==> config.mk <==
export PLATFORM = sky130hd
export DESIGN_NAME = lsu
export DESIGN_NICKNAME = d
export VERILOG_FILES = /design/src/rtl/lsu_pkg.sv /design/src/rtl/lsu_align.sv /design/src/rtl/lsu.sv
export SDC_FILE = /design/constraint.sdc
export NUM_CORES = 1
export LEC_CHECK = 0
export ABC_AREA = 1
export CORE_AREA = 2 2 162 164
export DETAILED_ROUTE_END_ITERATION = 6
export DIE_AREA = 0 0 164 166
export PLACE_DENSITY_LB_ADDON = 0.08
export SYNTH_ARGS = -nofsm -noshare
export SYNTH_HDL_FRONTEND = slang
export SYNTH_SLANG_ARGS = --single-unit
==> constraint.sdc <==
create_clock -name clk_i -period 4.3 [get_ports clk_i]
set_input_delay 0.43 -clock clk_i [delete_from_list [all_inputs] [get_ports clk_i]]
set_output_delay 0.43 -clock clk_i [all_outputs]
set_load 0.005 [all_outputs]
==> src/rtl/lsu_pkg.sv <==
// lsu_pkg: bundle layouts, memory op codes and FSM states for the load/store stage.
package lsu_pkg;
    localparam int LSU_WBU_BUS_WIDTH = 119;
    localparam int EXU_LSU_BUS_WIDTH = LSU_WBU_BUS_WIDTH + 69;
    localparam logic [2:0] MEM_OP_LB  = 3'b000;
    localparam logic [2:0] MEM_OP_LH  = 3'b001;
    localparam logic [2:0] MEM_OP_LW  = 3'b010;
    localparam logic [2:0] MEM_OP_LBU = 3'b100;
    localparam logic [2:0] MEM_OP_LHU = 3'b101;
    localparam logic [2:0] MEM_OP_SB  = 3'b000;
    localparam logic [2:0] MEM_OP_SH  = 3'b001;
    localparam logic [2:0] MEM_OP_SW  = 3'b010;

    typedef struct packed {
        logic        csr_we;
        logic [31:0] final_result;
        logic        gr_we;
        logic [4:0]  rd;
        logic [11:0] csr_addr;
        logic [31:0] csr_wdata;
        logic        jmp_flag;
        logic [31:0] jmp_target;
        logic        brk;
        logic        excp_flush;
        logic        xret_flush;
    } wbu_bus_t;

    typedef struct packed {
        logic        mem_en;
        logic        mem_we;
        logic [2:0]  mem_op;
        logic [31:0] mem_addr;
        logic [31:0] mem_wdata;
        wbu_bus_t    wbu;
    } exu_bus_t;

    typedef enum logic [1:0] {IDLE, REQ, WAIT, RESP} state_t;
endpackage

==> src/rtl/lsu_align.sv <==
// lsu_align: byte/halfword lane selection for loads, strobe and data replication for stores.
module lsu_align
    import lsu_pkg::*;
(
    input  logic [2:0]  op,
    input  logic [1:0]  addr,
    input  logic [31:0] rdata,
    input  logic [31:0] wdata,
    output logic [31:0] result,
    output logic [3:0]  wstrb,
    output logic [31:0] wdata_rep,
    output logic        misalign
);
    logic [7:0]  lane_b;
    logic [15:0] lane_h;
    logic        is_byte;
    logic        is_half;
    // op[2] marks the unsigned load variants; unknown ops fall through to word
    always_comb begin
        is_byte   = op[1:0] == 2'b00;
        is_half   = op[1:0] == 2'b01;
        lane_b    = rdata[{addr, 3'b000} +: 8];
        lane_h    = addr[1] ? rdata[31:16] : rdata[15:0];
        result    = is_byte ? {{24{lane_b[7] & ~op[2]}}, lane_b}
                  : is_half ? {{16{lane_h[15] & ~op[2]}}, lane_h} : rdata;
        wstrb     = is_byte ? 4'b0001 << addr : is_half ? 4'b0011 << addr : 4'b1111;
        wdata_rep = is_byte ? {4{wdata[7:0]}} : is_half ? {2{wdata[15:0]}} : wdata;
        misalign  = is_half ? addr[0] : !is_byte && addr != 2'b00;
    end
endmodule

==> src/rtl/lsu.sv <==
// lsu: non-pipelined load/store stage; one data-memory access per bundle, result pulsed to wbu.
module lsu
    import lsu_pkg::*;
(
    input  logic                         clk_i,
    input  logic                         rst_i,
    input  logic                         exu_valid_i,
    input  logic [EXU_LSU_BUS_WIDTH-1:0] exu_lsu_bus_i,
    output logic                         lsu_ready_o,
    output logic                         lsu_valid_o,
    output logic [LSU_WBU_BUS_WIDTH-1:0] lsu_wbu_bus_o,
    output logic                         lsu_misalign_o,
    output logic                         mem_req_o,
    output logic                         mem_we_o,
    output logic [31:0]                  mem_addr_o,
    output logic [31:0]                  mem_wdata_o,
    output logic [3:0]                   mem_wstrb_o,
    input  logic                         mem_gnt_i,
    input  logic                         mem_rvalid_i,
    input  logic [31:0]                  mem_rdata_i
);
    exu_bus_t    in_bus;
    wbu_bus_t    out_bus;
    state_t      state;
    logic [2:0]  op_q;
    logic [1:0]  addr_q;
    logic        we_q;
    logic [31:0] ld_result;
    logic [31:0] wdata_rep;
    logic [3:0]  wstrb;
    logic        misalign;
    logic        done;

    assign in_bus        = exu_bus_t'(exu_lsu_bus_i);
    assign lsu_ready_o   = state == IDLE;
    assign lsu_wbu_bus_o = out_bus;
    assign done          = (state == REQ && mem_gnt_i && mem_rvalid_i) || (state == WAIT && mem_rvalid_i);

    // In IDLE the aligner checks the incoming bundle; afterwards it decodes the latched one
    lsu_align u_align (
        .op        (lsu_ready_o ? in_bus.mem_op : op_q),
        .addr      (lsu_ready_o ? in_bus.mem_addr[1:0] : addr_q),
        .rdata     (mem_rdata_i),
        .wdata     (in_bus.mem_wdata),
        .result    (ld_result),
        .wstrb     (wstrb),
        .wdata_rep (wdata_rep),
        .misalign  (misalign)
    );

    always_ff @(posedge clk_i) begin
        if (rst_i) begin
            state          <= IDLE;
            out_bus        <= '0;
            op_q           <= '0;
            addr_q         <= '0;
            we_q           <= 1'b0;
            lsu_valid_o    <= 1'b0;
            lsu_misalign_o <= 1'b0;
            mem_req_o      <= 1'b0;
            mem_we_o       <= 1'b0;
            mem_addr_o     <= '0;
            mem_wdata_o    <= '0;
            mem_wstrb_o    <= '0;
        end else begin
            if (state == IDLE && exu_valid_i) begin
                out_bus <= in_bus.wbu;
                op_q    <= in_bus.mem_op;
                addr_q  <= in_bus.mem_addr[1:0];
                we_q    <= in_bus.mem_we;
                if (!in_bus.mem_en) begin
                    state       <= RESP;
                    lsu_valid_o <= 1'b1;
                end else if (misalign) begin
                    state                <= RESP;
                    lsu_valid_o          <= 1'b1;
                    lsu_misalign_o       <= 1'b1;
                    out_bus.gr_we        <= 1'b0;
                    out_bus.final_result <= '0;
                end else begin
                    state       <= REQ;
                    mem_req_o   <= 1'b1;
                    mem_we_o    <= in_bus.mem_we;
                    mem_addr_o  <= {in_bus.mem_addr[31:2], 2'b00};
                    mem_wdata_o <= wdata_rep;
                    mem_wstrb_o <= in_bus.mem_we ? wstrb : 4'b0000;
                end
            end
            if (state == REQ && mem_gnt_i) begin
                state     <= WAIT;
                mem_req_o <= 1'b0;
            end
            if (done) begin
                state       <= RESP;
                lsu_valid_o <= 1'b1;
                if (!we_q) out_bus.final_result <= ld_result;
            end
            if (state == RESP) begin
                state          <= IDLE;
                lsu_valid_o    <= 1'b0;
                lsu_misalign_o <= 1'b0;
            end
        end
    end
endmodule

==> results.yml, run 1 <==
final_layout:
  final_cell_mix: "500 x nand2_1, 413 x clkdlybuf4s50_1, 278 x nor2_1, 197 x dfxtp_1, 119 x o21ai_0"
  final_cells: 2139
  drive_above_1_share_pct: 3.55
  syn_to_final_growth_pct: 53.6
  final_common_cell: "nand2_1"
  nNetsFinal: 2017
  post-route-util_pct: 54.4
routing:
  wl_um: 31700
  vias: 9844
  wl_per_cell_um: 14.8
  ant_nets: 0
  drt_first_pass_iters: 5
  drtIter0Drc: 659
  viasPerCell: 4.60
  drc: 0
min_path:
  worstHoldStart: "mem_req_o"
  whs_endpoint: "mem_req_o"
  min_path_cells: 2
  min_path_type: "register to register"
setup_path:
  path_class: "register to register"
  critPathMaxStageDelay_ns: 0.45
  cp_num_buf_inv: 4
  crit_top_cell: "nand2_1"
  crit_path_start_kind: "register"
  r2r_cells: 12
  crit_arrival_ns: 3.29
  cpLargestDelayFamily: "simple AND/OR/NAND/NOR gates"
  r2r_slack_ns: 1.38
  reg2reg_to: "mem_addr_o[17]"
  cp_slowest_cell: "nand2_1"
  path_cells: "inv_1 -> nand2_1 -> nand2_1 -> nand2_1 -> ha_1 -> inv_1 -> nand2_1 -> nand4_4 -> inv_2 -> buf_4 -> nand2_1 -> a21oi_1"
  rr_startpoint: "state[0]"
  required_ns: 4.66
  cp_max_fo: 35
  end_kind: "register"
placement:
  routabilityCongestion: 0.867
  port_buffers: 414
  place_ws_ns: 1.06
  hpwl_um: 22600
  placed_cells: 2104
cts:
  cts_resized: 0
  clkSlewWorstSetupHoldPaths_ns: 0.08
  cts-root-buf: "clkbuf_16"
  clock_path_buffers: 2
  cts_setup_buffers: 0
  insertion_delay_ns: 0.44
  cts_sinks: 197
  cts_tree: "done"
  holdBufCountCts: 0
  cts-buffers-inserted: 17
  htreeDepth: 4
synthesis:
  yosys-top-cells-area: "dfxtp_1 43%, nand2_1 21%, nor2_1 12%"
  seq_area_frac_synth_pct: 43.5
  yosysTopAreaCellShare_pct: 43.5
  ys_seq_elements: 197
  synth_area_sq_mm: 0.00908
  syn_inst: 1433
  synth_area_leader_cell: "dfxtp_1"
  yosysWarnings: 0
  ys_types: 24
  avgSynthCellArea_sq_um: 6.33
sta:
  slew_headroom_pct: 27.5
  worst_pin_slew_ns: 1.09
  tns_ns: 0
  rsz0062_at_grt: "false"
  finalCritPeriodShare_pct: 68.0
  hold_viol: 0
  slew_viol_final: 0
  worst_slack_ns: 1.38
  setup_viol: 0
  max_freq_ghz: 0.342
  worst_clock_skew_ns: 0.0199
  period_minus_slack_ns: 2.92
power:
  irDropWorstVdd_mv: 0.245
  power_density_mw_per_mm2: 462
  total_power_mw: 6.44
  p_leak_nw: 6.00
die:
  start_util_pct: 35.4
  io_pins: 417
  fp.dieArea_sq_mm: 0.0272
  core_area_sq_mm: 0.0256
  row_count: 59
  die_w_um: 164
  die_y_um: 166
global_route:
  gr-total-overflow: 0
  antenna_found_initial: 2
  grt_pass1_vias: 9235
  grt_max_degree: 90
  grt_use_total_pct: 22.7
  grt_pass1_wl_um: 49100
outcome:
  status: "completed"
run:
  cap_violations: 0
## cells in the mapped netlist
library cell,number
dfxtp_1,197
nand2_1,501
nor2_1,279
nand3_2,2
a21oi_1,95
nand4_2,1
buf_1,2
ha_1,4
buf_2,36
o21ai_0,119
nand3_1,29
nor2_2,2
o21ai_1,1
inv_1,97
buf_4,7
inv_4,1
o211ai_1,2
buf_6,3
nand2_2,4
o21ai_2,2
inv_2,4
clkbuf_1,43
or2_2,1
conb_1,1
## final cells by class
cell class              count  area, sq um
clock inverters            13          175
multi-input cells        1044         4330
diodes                      3         7.51
repair buffers            426         4230
clock buffers              19          443
flip-flops and latches    197         3940
fillers                  2558        11700
inverters                 102          388
well taps                 335          419
## where the power goes
| group | switching, mW | leakage (nW) | internal [mW] |
|---|---|---|---|
| clock network | 0.829 | 0.300 | 0.859 |
| logic | 1.34 | 4.08 | 1.13 |
| registers | 0.153 | 1.62 | 2.12 |
| total | 2.33 | 6.00 | 4.11 |
## per-stage QoR
| step | cell area [sq um] | hold slack [ns] |
|---|---|---|
| final | 13900 | 0.454 |
| after global routing | 13900 | 0.478 |
| after detailed placement | 13300 | 0.449 |
| after global placement | 13300 | 0.440 |
| after CTS | 13900 | 0.459 |
| after floorplan | 9080 | 0.441 |
## cells by family after synthesis
family	share of synthesized area [%]
AO/OA/AOI/OAI	12.2
flip-flops	43.5
buffers and inverters	9.04
adder cells (fa/ha/maj)	0.551
AND/OR/NAND/NOR	34.7
other	0.0413
## flip-flops by register name (all words and copies together) (netlist names), 2 cells and up
register,flops
addr_q,2
mem_wdata_o,32
state,2
mem_wstrb_o,4
op_q,3
lsu_wbu_bus_o,119
mem_addr_o,30
## worst register-to-register path: stages, from the launching register on
cell,delay [ns]
dfxtp_1,0.41
inv_1,0.06
nand2_1,0.19
nand2_1,0.10
nand2_1,0.45
ha_1,0.25
inv_1,0.05
nand2_1,0.13
nand4_4,0.12
inv_2,0.45
buf_4,0.41
nand2_1,0.11
a21oi_1,0.13
## metal layers
metal  track usage (%)  vias up  wire length [um]
met5                 0        -                 0
met2              37.5      337             14700
met4              8.89        0              1000
met1              27.6     4349             13300
li1                  -     5106                 -
met3              7.09       52              2660
## worst max-delay path by stage
stage                  startpoint  cells past startpoint             end
6_report                 state[0]                     12  mem_addr_o[17]
4_1_cts                  state[0]                      8  mem_addr_o[16]
2_1_floorplan            state[1]                     14  mem_addr_o[10]
5_1_grt                  state[0]                     12  mem_addr_o[22]
3_3_place_gp   exu_lsu_bus_i[151]                     12  mem_addr_o[21]
3_5_place_dp   exu_lsu_bus_i[151]                     12  mem_addr_o[17]
Note: power is estimated with default switching activity, not from simulation.
==> inputs of run 2 (changes only) <==
--- a/config.mk
+++ b/config.mk
@@ -6,9 +6,9 @@
 export NUM_CORES = 1
 export LEC_CHECK = 0
 export ABC_AREA = 1
-export CORE_AREA = 2 2 162 164
+export CORE_AREA = 2 2 164 166
 export DETAILED_ROUTE_END_ITERATION = 6
-export DIE_AREA = 0 0 164 166
+export DIE_AREA = 0 0 166 168
 export PLACE_DENSITY_LB_ADDON = 0.08
 export SYNTH_ARGS = -nofsm -noshare
 export SYNTH_HDL_FRONTEND = slang
==> constraint.sdc (replaced) <==
create_clock -name clk_i -period 2.8 [get_ports clk_i]
set_input_delay 0.28 -clock clk_i [delete_from_list [all_inputs] [get_ports clk_i]]
set_output_delay 0.28 -clock clk_i [all_outputs]
set_load 0.005 [all_outputs]
==> run 2 against run 1 <==
Clock power up 44%. Critical endpoint is now lsu_wbu_bus_o[97]. Critical path type unchanged. Largest power group unchanged. Setup slack worse by 0.91 ns. Register-to-register slack worse by 0.91 ns. Maximum frequency up 25%. Core utilization down 1.3 points. First-iteration DRC count down 0.15%. Hold slack worse by 0.15 ns.
==> results.yml, run 2 (synthesis gave the netlist of run 1 again) <==
setup_path:
  rr_startpoint: "state[0]"
  required_ns: 3.13
  path_cells: "nor2_2 -> buf_4 -> nand2_2 -> nand2_2 -> buf_4 -> nand2_1 -> nand3_1 -> nand2_1 -> nand3_1 -> nand2_2 -> nor2_1 -> nor2_1"
  cp_num_buf_inv: 2
  reg2reg_to: "lsu_wbu_bus_o[97]"
  path_class: "register to register"
  r2r_slack_ns: 0.47
  cpLargestDelayFamily: "simple AND/OR/NAND/NOR gates"
  crit_top_cell: "nand2_2"
  critPathMaxStageDelay_ns: 0.36
  cp_max_fo: 24
  r2r_cells: 12
  cp_slowest_cell: "dfxtp_1"
  crit_path_start_kind: "register"
  end_kind: "register"
  crit_arrival_ns: 2.66
  crit_cells: 12
  critical_path.startpoint: "state[0]"
final_layout:
  final_area_sq_mm: 0.0140
  post-route-util_pct: 53.2
  largest_reg_flops: 119
  syn_to_final_growth_pct: 54.4
  drive_above_1_share_pct: 3.87
  n_fill_cell: 2655
  final_cell_mix: "500 x nand2_1, 413 x clkdlybuf4s50_1, 278 x nor2_1, 197 x dfxtp_1, 119 x o21ai_0"
  final_common_cell: "nand2_1"
  nNetsFinal: 2024
sta:
  period_minus_slack_ns: 2.33
  slew_viol_final: 0
  setup_viol: 0
  tns_ns: 0
  rsz0062_at_grt: "false"
  worst_slack_ns: 0.469
  slew_headroom_pct: 47.4
  max_freq_ghz: 0.429
  finalCritPeriodShare_pct: 83.2
  worst_pin_slew_ns: 0.789
  worst_clock_skew_ns: 0.0163
  hold_viol: 0
routing:
  drt_first_pass_iters: 5
  wl_um: 32500
  drtIter0Drc: 658
  wl_per_cell_um: 15.1
  vias: 9867
  ant_nets: 0
  viasPerCell: 4.59
  drc: 0
placement:
  place_area_sq_mm: 0.0134
  port_buffers: 414
  routabilityCongestion: 0.834
  hpwl_um: 22900
  place_ws_ns: 0.389
power:
  p_leak_nw: 6.03
  power_density_mw_per_mm2: 701
  irDropWorstVdd_mv: 0.376
global_route:
  grt_pass1_wl_um: 50300
  grt_max_degree: 160
  antenna_found_initial: 3
  grt_use_total_pct: 22.5
  gr-total-overflow: 0
  grt_pass1_vias: 9298
die:
  core_area_sq_mm: 0.0264
  die_w_um: 166
  row_count: 60
  io_pins: 417
  die_y_um: 168
  start_util_pct: 34.4
  fp.dieArea_sq_mm: 0.0279
min_path:
  min_path_type: "input pin to register"
  min_path_cells: 4
  whs_endpoint: "lsu_wbu_bus_o[87]"
  worstHoldStart: "rst_i"
cts:
  cts-buffers-inserted: 17
  insertion_delay_ns: 0.44
  cts_resized: 0
  clkSlewWorstSetupHoldPaths_ns: 0.08
  clock_path_buffers: 2
  cts_setup_buffers: 0
  holdBufCountCts: 0
  htreeDepth: 4
  cts_sinks: 197
  cts-root-buf: "clkbuf_16"
  cts_tree: "done"
outcome:
  status: "completed"
run:
  cap_violations: 0
[run 2: cell count changes in the layout (fill, tap and decap cells not counted), sizes merged]
| cell | before | now |
|---|---|---|
| bufinv | 1 | 0 |
| inv | 107 | 105 |
| diode | 3 | 2 |
| clkbuf | 19 | 18 |
| buf | 13 | 20 |
| clkinv | 7 | 10 |
[run 2: report_power, final]
group          switching (mW)  total [mW]  internal (mW)
registers               0.244        3.50           3.26
logic                    2.09        3.89           1.79
clock network            1.25        2.43           1.19
total                    3.58        9.82           6.23
[run 2: tightest hold or removal path: stages]
cell	delay, ns
buf_2	0.13
clkinv_2	0.14
nand2_1	0.07
nor2_1	0.08
[run 2: worst max-delay path by stage]
stage                                     to  slack [ns]
final                      lsu_wbu_bus_o[97]        0.47
after global routing         mem_wdata_o[25]        0.23
after CTS                 lsu_wbu_bus_o[101]        0.46
after detailed placement      mem_wdata_o[0]        0.39
after global placement       mem_wdata_o[30]        0.42
after floorplan               mem_addr_o[10]        0.72
[run 2: per-layer routing]
metal,global-route usage (%),share of wire [%],routed length (um)
met2,39.1,49,15900
met3,7.05,7.5,2440
met1,26.7,41,13400
met5,0,0.040,13
met4,6.77,2.1,677
[run 2: area by class of cell]
type / count / area (sq um) / share of cell area (%)
antenna: 2 / 5.00 / 0.0357
clock buffer: 18 / 429 / 3.06
clock inverter: 13 / 139 / 0.991
inverter: 102 / 388 / 2.77
multi-input combinational: 1044 / 4330 / 30.9
sequential: 197 / 3940 / 28.2
tap: 341 / 427 / 3.05
timing repair buffer: 433 / 4340 / 31.0
[run 2: metrics by stage]
| step | std cells | total power [mW] | hold slack [ns] |
|---|---|---|---|
| 2_1_floorplan | 1434 | 5.66 | 0.423 |
| 3_3_place_gp | 2117 | 7.43 | 0.442 |
| 3_5_place_dp | 2117 | 7.47 | 0.445 |
| 4_1_cts | 2148 | 9.94 | 0.289 |
| 5_1_grt | 2149 | 10.5 | 0.318 |
| 6_report | 2150 | 9.82 | 0.307 |
